**src/rtl/uart_rx_if.sv**
```systemverilog
// uart_rx_if: serial-side and byte-side signals of the UART receiver.
// The slave modport is the receiver's view; the master modport drives rx and s_tick.
`timescale 1ns/1ps
interface uart_rx_if #(
  parameter int unsigned DBIT = 8
);
  logic            rx;
  logic            s_tick;
  logic            rx_done_tick;
  logic [DBIT-1:0] dout;
  logic            frame_err;
  logic            parity_err;

  modport master (
    output rx,
    output s_tick,
    input  rx_done_tick,
    input  dout,
    input  frame_err,
    input  parity_err
  );

  modport slave (
    input  rx,
    input  s_tick,
    output rx_done_tick,
    output dout,
    output frame_err,
    output parity_err
  );
endinterface

```
**src/rtl/uart_rx.sv**
```systemverilog
// uart_rx: 16x-oversampling UART receiver (start, DBIT data LSB-first, [parity], stop).
// Optional feature macro: UART_RX_PARITY_EN adds an even-parity bit after the data
// and drives parity_err; without it parity_err is tied low.
`timescale 1ns/1ps
module uart_rx #(
  parameter int unsigned DBIT    = 8,
  parameter int unsigned SB_TICK = 16
) (
  input  logic      clk,
  input  logic      reset,
  uart_rx_if.slave  bus
);

  // s_cnt must reach 15 for data bits and SB_TICK-1 in the stop bit
  localparam int unsigned SW = ($clog2(SB_TICK) > 4) ? $clog2(SB_TICK) : 4;
  localparam int unsigned NW = 3;

`ifdef UART_RX_PARITY_EN
  typedef enum logic [2:0] {IDLE, START, DATA, PARITY, STOP} state_t;
`else
  typedef enum logic [2:0] {IDLE, START, DATA, STOP} state_t;
`endif

  state_t          state_q, state_d;
  logic [SW-1:0]   s_cnt_q, s_cnt_d;
  logic [NW-1:0]   n_cnt_q, n_cnt_d;
  logic [DBIT-1:0] shreg_q, shreg_d;
  logic [DBIT-1:0] dout_q, dout_d;
  logic            done_q, done_d;
  logic            ferr_q, ferr_d;
  logic            rx_meta_q, rx_s_q;
`ifdef UART_RX_PARITY_EN
  logic            par_q, par_d;
  logic            perr_q, perr_d;
`endif

  // Two-flop synchronizer for the asynchronous serial line; idles high
  always_ff @(posedge clk or negedge reset) begin
    if (!reset) begin
      rx_meta_q <= 1'b1;
      rx_s_q    <= 1'b1;
    end else begin
      rx_meta_q <= bus.rx;
      rx_s_q    <= rx_meta_q;
    end
  end

  // State, counters, shift register and registered outputs
  always_ff @(posedge clk or negedge reset) begin
    if (!reset) begin
      state_q <= IDLE;
      s_cnt_q <= '0;
      n_cnt_q <= '0;
      shreg_q <= '0;
      dout_q  <= '0;
      done_q  <= 1'b0;
      ferr_q  <= 1'b0;
`ifdef UART_RX_PARITY_EN
      par_q   <= 1'b0;
      perr_q  <= 1'b0;
`endif
    end else begin
      state_q <= state_d;
      s_cnt_q <= s_cnt_d;
      n_cnt_q <= n_cnt_d;
      shreg_q <= shreg_d;
      dout_q  <= dout_d;
      done_q  <= done_d;
      ferr_q  <= ferr_d;
`ifdef UART_RX_PARITY_EN
      par_q   <= par_d;
      perr_q  <= perr_d;
`endif
    end
  end

  // Next-state logic: counters only advance on s_tick, using the current state
  always_comb begin
    state_d = state_q;
    s_cnt_d = s_cnt_q;
    n_cnt_d = n_cnt_q;
    shreg_d = shreg_q;
    dout_d  = dout_q;
    done_d  = 1'b0;
    ferr_d  = ferr_q;
`ifdef UART_RX_PARITY_EN
    par_d   = par_q;
    perr_d  = perr_q;
`endif

    case (state_q)
      IDLE: begin
        // A low line starts a frame without waiting for a tick
        if (!rx_s_q) begin
          state_d = START;
          s_cnt_d = '0;
        end
      end

      START: begin
        if (bus.s_tick) begin
          if (s_cnt_q == SW'(7)) begin
            // Mid start bit: a high line here was a glitch
            if (!rx_s_q) begin
              state_d = DATA;
              s_cnt_d = '0;
              n_cnt_d = '0;
            end else begin
              state_d = IDLE;
            end
          end else begin
            s_cnt_d = s_cnt_q + SW'(1);
          end
        end
      end

      DATA: begin
        if (bus.s_tick) begin
          if (s_cnt_q == SW'(15)) begin
            shreg_d = {rx_s_q, shreg_q[DBIT-1:1]};
            s_cnt_d = '0;
            if (n_cnt_q == NW'(DBIT - 1)) begin
`ifdef UART_RX_PARITY_EN
              state_d = PARITY;
`else
              state_d = STOP;
`endif
            end else begin
              n_cnt_d = n_cnt_q + NW'(1);
            end
          end else begin
            s_cnt_d = s_cnt_q + SW'(1);
          end
        end
      end

`ifdef UART_RX_PARITY_EN
      PARITY: begin
        if (bus.s_tick) begin
          if (s_cnt_q == SW'(15)) begin
            par_d   = rx_s_q;
            s_cnt_d = '0;
            state_d = STOP;
          end else begin
            s_cnt_d = s_cnt_q + SW'(1);
          end
        end
      end
`endif

      STOP: begin
        if (bus.s_tick) begin
          if (s_cnt_q == SW'(SB_TICK - 1)) begin
            // Frame complete even on a bad stop bit; frame_err flags it
            dout_d  = shreg_q;
            ferr_d  = ~rx_s_q;
            done_d  = 1'b1;
`ifdef UART_RX_PARITY_EN
            perr_d  = (^shreg_q) ^ par_q;
`endif
            state_d = IDLE;
          end else begin
            s_cnt_d = s_cnt_q + SW'(1);
          end
        end
      end

      default: begin
        state_d = IDLE;
      end
    endcase
  end

  assign bus.rx_done_tick = done_q;
  assign bus.dout         = dout_q;
  assign bus.frame_err    = ferr_q;
`ifdef UART_RX_PARITY_EN
  assign bus.parity_err   = perr_q;
`else
  assign bus.parity_err   = 1'b0;
`endif

endmodule

```
**src/flat_wrapper.sv**
```systemverilog
// flat-port wrapper written by rule: the top's interface ports become plain ports
module uart_rx_flat 
#(
  parameter int unsigned DBIT    = 8,
  parameter int unsigned SB_TICK = 16
)
  (clk, reset, bus_rx, bus_s_tick, bus_rx_done_tick, bus_dout, bus_frame_err, bus_parity_err);
  uart_rx_if #(.DBIT(DBIT)) bus_i ();
  input  logic clk;
  input  logic reset;
  input wire logic [$bits(bus_i.rx)-1:0] bus_rx;
  input wire logic [$bits(bus_i.s_tick)-1:0] bus_s_tick;
  output wire logic [$bits(bus_i.rx_done_tick)-1:0] bus_rx_done_tick;
  output wire logic [$bits(bus_i.dout)-1:0] bus_dout;
  output wire logic [$bits(bus_i.frame_err)-1:0] bus_frame_err;
  output wire logic [$bits(bus_i.parity_err)-1:0] bus_parity_err;
  assign bus_i.rx = bus_rx;
  assign bus_i.s_tick = bus_s_tick;
  assign bus_rx_done_tick = bus_i.rx_done_tick;
  assign bus_dout = bus_i.dout;
  assign bus_frame_err = bus_i.frame_err;
  assign bus_parity_err = bus_i.parity_err;
  uart_rx #(.DBIT(DBIT), .SB_TICK(SB_TICK)) u_core (.clk(clk), .reset(reset), .bus(bus_i));
endmodule
```
**config.mk**
```make
export PLATFORM = sky130hd
export DESIGN_NAME = uart_rx_flat
export DESIGN_NICKNAME = d
export VERILOG_FILES = /design/src/rtl/uart_rx_if.sv /design/src/rtl/uart_rx.sv /design/src/flat_wrapper.sv
export SDC_FILE = /design/constraint.sdc
export NUM_CORES = 1
export LEC_CHECK = 0
export BUFFER_PORTS_ARGS = -buffer_cell sky130_fd_sc_hd__clkbuf_2
export CORE_UTILIZATION = 60
export CTS_CLUSTER_DIAMETER = 60
export DETAILED_ROUTE_END_ITERATION = 7
export PLACE_DENSITY = 0.86
export SETUP_SLACK_MARGIN = 0.15
export SYNTH_ARGS = -nofsm -noshare
export SYNTH_HDL_FRONTEND = slang
export SYNTH_SLANG_ARGS = --single-unit
```
**constraint.sdc**
```tcl
create_clock -name clk -period 4.35 [get_ports clk]
set_input_delay 0.435 -clock clk [delete_from_list [all_inputs] [get_ports clk]]
set_output_delay 0.435 -clock clk [all_outputs]
set_load 0.005 [all_outputs]
```
==> results.md, run 1 <==
* Post-synth top area cell: dfrtp_1
* Setup violators final at 0
* CTS Buffer Depth at 2
* Port bufs at 13
* Final Hold Slack at around 0.13 ns
* Syn Inst Count at between 100 and 150
* First-pass GRT wire length at ~4.2 mm
* Hold Crit Class: input pin to async pin
* Die height at just over 50 microns
* Gpl congestion at ~0.9
* WL final at approximately 2.4 mm
* Hold buffers post-CTS at 0
* CTS tree: built
* Die width at approximately 51 microns
* Commonest non-fill, non-tap cell in the layout: dfrtp_1
* Startpoint Class: flip-flop
* Slew at the pin closest to its max-slew limit at a little over 0.7 ns
* Dpl ws at 2.28 ns
* Most frequent cells in the layout: dfrtp_1, mux2_2, clkbuf_2
* DRC at 0
* Setup CP Type: flip-flop to flip-flop
* RSZ-0062 raised after global routing: no
* # Post-CTS Setup Buffers at 0
* CTS root buffer: clkbuf_4
* Area contributors post-synth: dfrtp_1, mux2_2, ha_1, dfstp_2, nand2_1
* Die Area at 0.00259 sq mm
* Initial Util at 64.2%
* FP Rows at 17
* # clock sinks at 29
* Post-synth top area share at a little under half
* DR vias at 933
* TritonCTS Buffers at 5
* Seq/Total Area, Yosys at between 50% and 60%
* Register area at ~730 sq um
* Vias per inst at roughly 5.7
* Area Growth Syn to Fin at 11.3%
* CP endpoint kind: flip-flop
* FF-to-FF setup slack at 2.24 ns
* # IOs at 15
* Total of max-cap violations at 0
* Fin nets at roughly 150
* Clock Latency Late Sink at between 0.3 and 0.4 ns
* Worst Skew at ~0.0084 ns
* Reg-to-Reg End: u_core.n_cnt_q[0]
* Pwr/cell area at between 500 and 600 mW/mm^2
* Total GRT Usage at a little under a quarter
* Core ar. at 0.00223 sq mm
* Cts repair resizes at 0
* HPWL after DPL at about 1.7 mm
* # H-tree levels at 2
* DR iter-0 viols at 10
* Fmax achieved at 474 MHz
* Reg2Reg Depth at 6
* Maximum fanout along the worst path at 11
* Number of antenna violations at the first check in global routing at 0
* Reg clk slew, reported paths at approximately 0.090 ns
* Crit share post-route at about 48%
* DRT antenna net count at 0
* Final Hold Vio Count at 0
* WL per Instance at around 15 microns
* VDD IR max at roughly 0.53 mV
* Syn. warnings at 0
* Syn_nets at 130
* Reg-to-Reg Start: u_core.state_q[0]
* Critical Path AT at 2.33 ns
* GRT overflow at 0
* Worst Slack Setup Final at 2.24 ns
* Area of the multi-input gates at 648 sq um
* Setup TNS at 0 ns
* Final Max Tran Viols at 0
* Largest net degree at the start of global routing at 30
* Avg Inst Size Synth at 12.3 sq um
* Final min period at about 2.1 ns
* # fillers at roughly 170
* Status: finished clean
* Relative slew slack at 52.8%
* Synth Register Bits at 29
* Unique cell type count in the Yosys netlist at 38
* Critical Path RT at 4.57 ns
* # diodes at 0
* Synthesized area at approximately 0.0014 sq mm
* Router iterations before antenna repair at 4
* Leakage at around 0.82 nW
* Vias in the first global route at 997
* Fraction of layout cells with a size suffix above 1 at 34.8%
[worst max-delay path, cell delays in order, from the launching register on]
cell     delay, ns
dfrtp_1       0.43
inv_1         0.11
ha_1          0.35
mux2_4        0.34
o22ai_2       0.16
and4_4        0.28
mux2_1        0.33
[power breakdown]
part / switching (W) / internal [W]
logic: 0.000163 / 0.000125
clock network: 0.0000940 / 0.000137
registers: 0.0000326 / 0.000304
total: 0.000290 / 0.000566
[how the worst max path moves through the flow]
stage / startpoint / to / slack [ns] / cells after the start
global route: u_core.state_q[0] / u_core.n_cnt_q[0] / 2.18 / 6
finish: u_core.state_q[0] / u_core.n_cnt_q[0] / 2.24 / 6
detailed placement: u_core.state_q[0] / u_core.n_cnt_q[0] / 2.28 / 6
CTS: u_core.state_q[0] / u_core.n_cnt_q[0] / 2.26 / 6
floorplan: u_core.state_q[1] / u_core.n_cnt_q[0] / 2.52 / 6
global placement: u_core.state_q[0] / u_core.n_cnt_q[0] / 2.37 / 6
[per-layer routing]
layer	vias to the layer above	track usage (%)	routed length, microns
li1	448	-	-
met1	458	24.6	1030
met2	21	39.6	1190
met3	6	8.93	101
met4	0	13.4	48
met5	-	0	0
[flip-flops by register name (all words and copies together) (netlist names)]
register and count:
u_core.state_q 2, u_core.rx_meta_q 1, u_core.n_cnt_q 3, u_core.bus.frame_err 1, u_core.s_cnt_q 4, u_core.bus.dout 8, u_core.rx_s_q 1, u_core.bus.rx_done_tick 1
u_core.shreg_q 8
[area by class of cell]
cell class                 instances  area share (%)
sequential                        29            45.6
tap                               28            2.20
clock inverter                     1            1.88
timing repair buffer              13            4.08
inverter                           9            2.12
clock buffer                       7            3.45
multi-input combinational         76            40.6
[stage by stage]
| stage | std cells | total power, W | area (sq um) | util [%] |
|---|---|---|---|---|
| 3_3_place_gp | 155 | 0.000608 | 1510 | 67.6 |
| 4_1_cts | 163 | 0.000861 | 1600 | 71.4 |
| 3_5_place_dp | 155 | 0.000630 | 1510 | 67.6 |
| 2_1_floorplan | 117 | 0.000564 | 1430 | - |
| 6_report | 163 | 0.000856 | 1600 | 71.4 |
| 5_1_grt | 163 | 0.000912 | 1600 | 71.4 |
[logic make-up (layout without fill, tap and decap cells)]
group | after synthesis | count (layout) | share of synthesized area, %
AO/OA/AOI/OAI | 15 | 15 | 8.20
XOR/XNOR | 1 | 1 | 0.611
adder cells (fa/ha/maj) | 9 | 9 | 7.85
buffers and inverters | 12 | 30 | 4.01
flip-flops | 29 | 29 | 50.8
multiplexers | 21 | 21 | 16.5
other | 1 | 1 | 0.262
AND/OR/NAND/NOR | 29 | 29 | 11.8
[cell usage after synthesis, drive strengths merged]
| master | n |
|---|---|
| dfrtp | 27 |
| mux2 | 18 |
| nand2 | 10 |
| ha | 9 |
| inv | 9 |
| nand3 | 5 |
| buf | 3 |
| mux2i | 3 |
| nor2 | 3 |
| o21ai | 3 |
| a21oi | 2 |
| a2bb2oi | 2 |
| and3 | 2 |
| dfstp | 2 |
| nand4 | 2 |
| o2bb2ai | 2 |
| a22o | 1 |
| a22oi | 1 |
| a31oi | 1 |
| and4 | 1 |
| and4b | 1 |
| conb | 1 |
| nor2b | 1 |
| nor3 | 1 |
| nor4 | 1 |
| nor4b | 1 |
| o21bai | 1 |
| o22a | 1 |
| o22ai | 1 |
| or2 | 1 |
| xnor2 | 1 |
Power figures use the tool's default switching activity.
==> inputs of run 2 (changes only) <==
Settings changed: CORE_UTILIZATION 60 to 51, PLACE_DENSITY 0.86 to 0.78.
Clock period 4.35 ns to 1.77 ns, I/O delays scaled along.
==> run 2 against run 1 <==
Sequential share of layout area down 3.7 points. Die area up 17%. Via count up 1.6%. Design area up 9.0%. Total power rose to 2.7 times the previous value. Global-route usage down 4.2 points. Hold slack better by 0.23 ns. Critical path type unchanged. Largest cell class unchanged. Highest routed layer unchanged.
==> results.md, run 2 (same netlist as run 1, synthesis figures left out) <==
* Status: finished clean
* Worst Slack Setup Final at between 0.009 and 0.01 ns
* FP Rows at 18
* Die height at around 55 microns
* Gpl congestion at around 0.80
* Final Non-Filler Cells at between 150 and 200
* # clock sinks at 29
* Vias per inst at 5.39
* Router iterations before antenna repair at 4
* HPWL after DPL at about 1.8 mm
* Most frequent cells in the layout: dfrtp_1, mux2_2, clkbuf_2
* Core ar. at ~0.0026 sq mm
* Commonest non-fill, non-tap cell in the layout: dfrtp_1
* # fillers at 195
* First-pass GRT wire length at slightly below 4 mm
* DRT antenna net count at 0
* Hold path depth at 0
* # H-tree levels at 2
* Startpoint Class: flip-flop
* Critical Path AT at between 1.5 and 2 ns
* CP endpoint kind: flip-flop
* CTS root buffer: clkbuf_4
* Fmax achieved at around 570 MHz
* Critical Path RT at roughly 2.0 ns
* Crit path top cell by count: mux2_4
* Fin nets at approximately 160
* Final min period at roughly 1.8 ns
* DR iter-0 viols at 8
* Vias in the first global route at a little over 900
* TritonCTS Buffers at 5
* Final Util at approximately two thirds
* WL final at between 2 and 3 mm
* Maximum fanout along the worst path at 4
* Largest net degree at the start of global routing at 30
* Final Cell Area at 0.00174 sq mm
* Critical-path top delay cell: dfrtp_2
* Leakage at between 0.8 and 0.9 nW
* Final Hold Vio Count at 0
* # diodes at 0
* CTS tree: built
* # IOs at 15
* CP Cell Sequence: buf_12 -> ha_4 -> mux2_4 -> o22ai_4 -> and4_4 -> mux2_4
* Area post-placement at 0.00159 sq mm
* DRC at 0
* GRT overflow at 0
* Crit share post-route at around 99%
* Total GRT Usage at between 10% and 20%
* CTS Buffer Depth at 2
* Initial Util at a little under three fifths
* Fraction of layout cells with a size suffix above 1 at between 40% and 50%
* Pwr/cell area at 1340 mW/mm^2
* Worst Skew at 0.00784 ns
* Die Area at ~0.003 sq mm
* Total of max-cap violations at 0
* Reg2Reg Depth at 6
* Cell count along the critical path at 6
* Setup TNS at 0 ns
* Setup violators final at 0
* Port bufs at 13
* Area Growth Syn to Fin at 21.3%
* DR vias at 948
* Final Max Tran Viols at 0
* Relative slew slack at between 50% and 60%
* Crit path largest cell delay at around 0.43 ns
* Cell family with most CP delay: multiplexers
* Clock Latency Late Sink at 0.32 ns
* Die width at 55.0 microns
* Dpl cells at about 170
* WL per Instance at between 10 and 15 microns
* WP buf/inv at 1
* Reg clk slew, reported paths at ~0.090 ns
* Setup CP Type: flip-flop to flip-flop
* RSZ-0062 raised after global routing: yes
* Hold Crit Class: flip-flop to flip-flop
* Slew at the pin closest to its max-slew limit at 0.675 ns
* VDD IR max at roughly 0.93 mV
* Number of antenna violations at the first check in global routing at 0
* Dpl ws at -0.0370 ns
==> run 2: cell types whose count changed in the layout (fill, tap and decap cells not counted), sizes merged <==
| cell | change |
|---|---|
| buf | +9 |
| dlygate4sd3 | +2 |
| clkbuf | +1 |
| bufinv | -1 |
==> run 2: metal layers <==
| layer | vias up | GRT usage (%) | part of all wire [%] |
|---|---|---|---|
| met4 | 0 | 6.25 | 1.8 |
| met2 | 19 | 32.1 | 50 |
| met5 | - | 0 | 0 |
| met3 | 5 | 6.56 | 3.9 |
| met1 | 454 | 22.8 | 44 |
| li1 | 470 | - | - |
==> run 2: worst reg2reg max path, cell delays in order (launching register included) <==
cell and delay [ns]:
dfrtp_2 0.43, buf_12 0.13, ha_4 0.17, mux2_4 0.28, o22ai_4 0.11, and4_4 0.25
mux2_4 0.29
==> run 2: through the flow <==
| stage | hold slack [ns] | total power (W) |
|---|---|---|
| global route | 0.371 | 0.00248 |
| detailed placement | 0.262 | 0.00174 |
| finish | 0.360 | 0.00233 |
| global placement | 0.252 | 0.00169 |
| floorplan | -0.119 | 0.00145 |
| CTS | 0.359 | 0.00220 |
==> run 2: worst paths after layout <==
kind	slack, ns	startpoint	endpoint
max	0.009	u_core.state_q[0]	u_core.n_cnt_q[0]
min	0.36	u_core.rx_meta_q	u_core.rx_s_q
max reg2reg	0.009	u_core.state_q[0]	u_core.n_cnt_q[0]
min reg2reg	0.36	u_core.rx_meta_q	u_core.rx_s_q
max in group asynchronous	0.86	reset	u_core.state_q[0]
min in group asynchronous	0.42	reset	u_core.n_cnt_q[2]
==> run 2: what timing repair did <==
| action | in CTS | in global routing |
|---|---|---|
| setup endpoints to repair | 17 | 25 |
| hold buffers | 2 | 0 |
| hold endpoints to repair | 28 | 0 |
| setup buffers | 1 | 0 |
| pin swaps | 1 | 4 |
| gates resized for setup | 0 | 12 |
==> run 2: layout make-up <==
cell class | instances | area, sq um | area share (%)
Clock buffer | 8 | 58.8 | 3.38
Multi-Input combinational cell | 76 | 714 | 41.1
Sequential cell | 29 | 729 | 41.9
Inverter | 9 | 33.8 | 1.94
Tap cell | 30 | 37.5 | 2.16
Timing Repair Buffer | 24 | 165 | 9.50
==> run 2: report_power, final <==
| group | internal, W | total (W) | leakage (nW) | switching, W |
|---|---|---|---|---|
| sequential | 0.000750 | 0.000825 | 0.391 | 0.0000753 |
| clock | 0.000196 | 0.000407 | 0.0326 | 0.000211 |
| combinational | 0.000560 | 0.00110 | 0.441 | 0.000540 |
| total | 0.00151 | 0.00233 | 0.865 | 0.000827 |
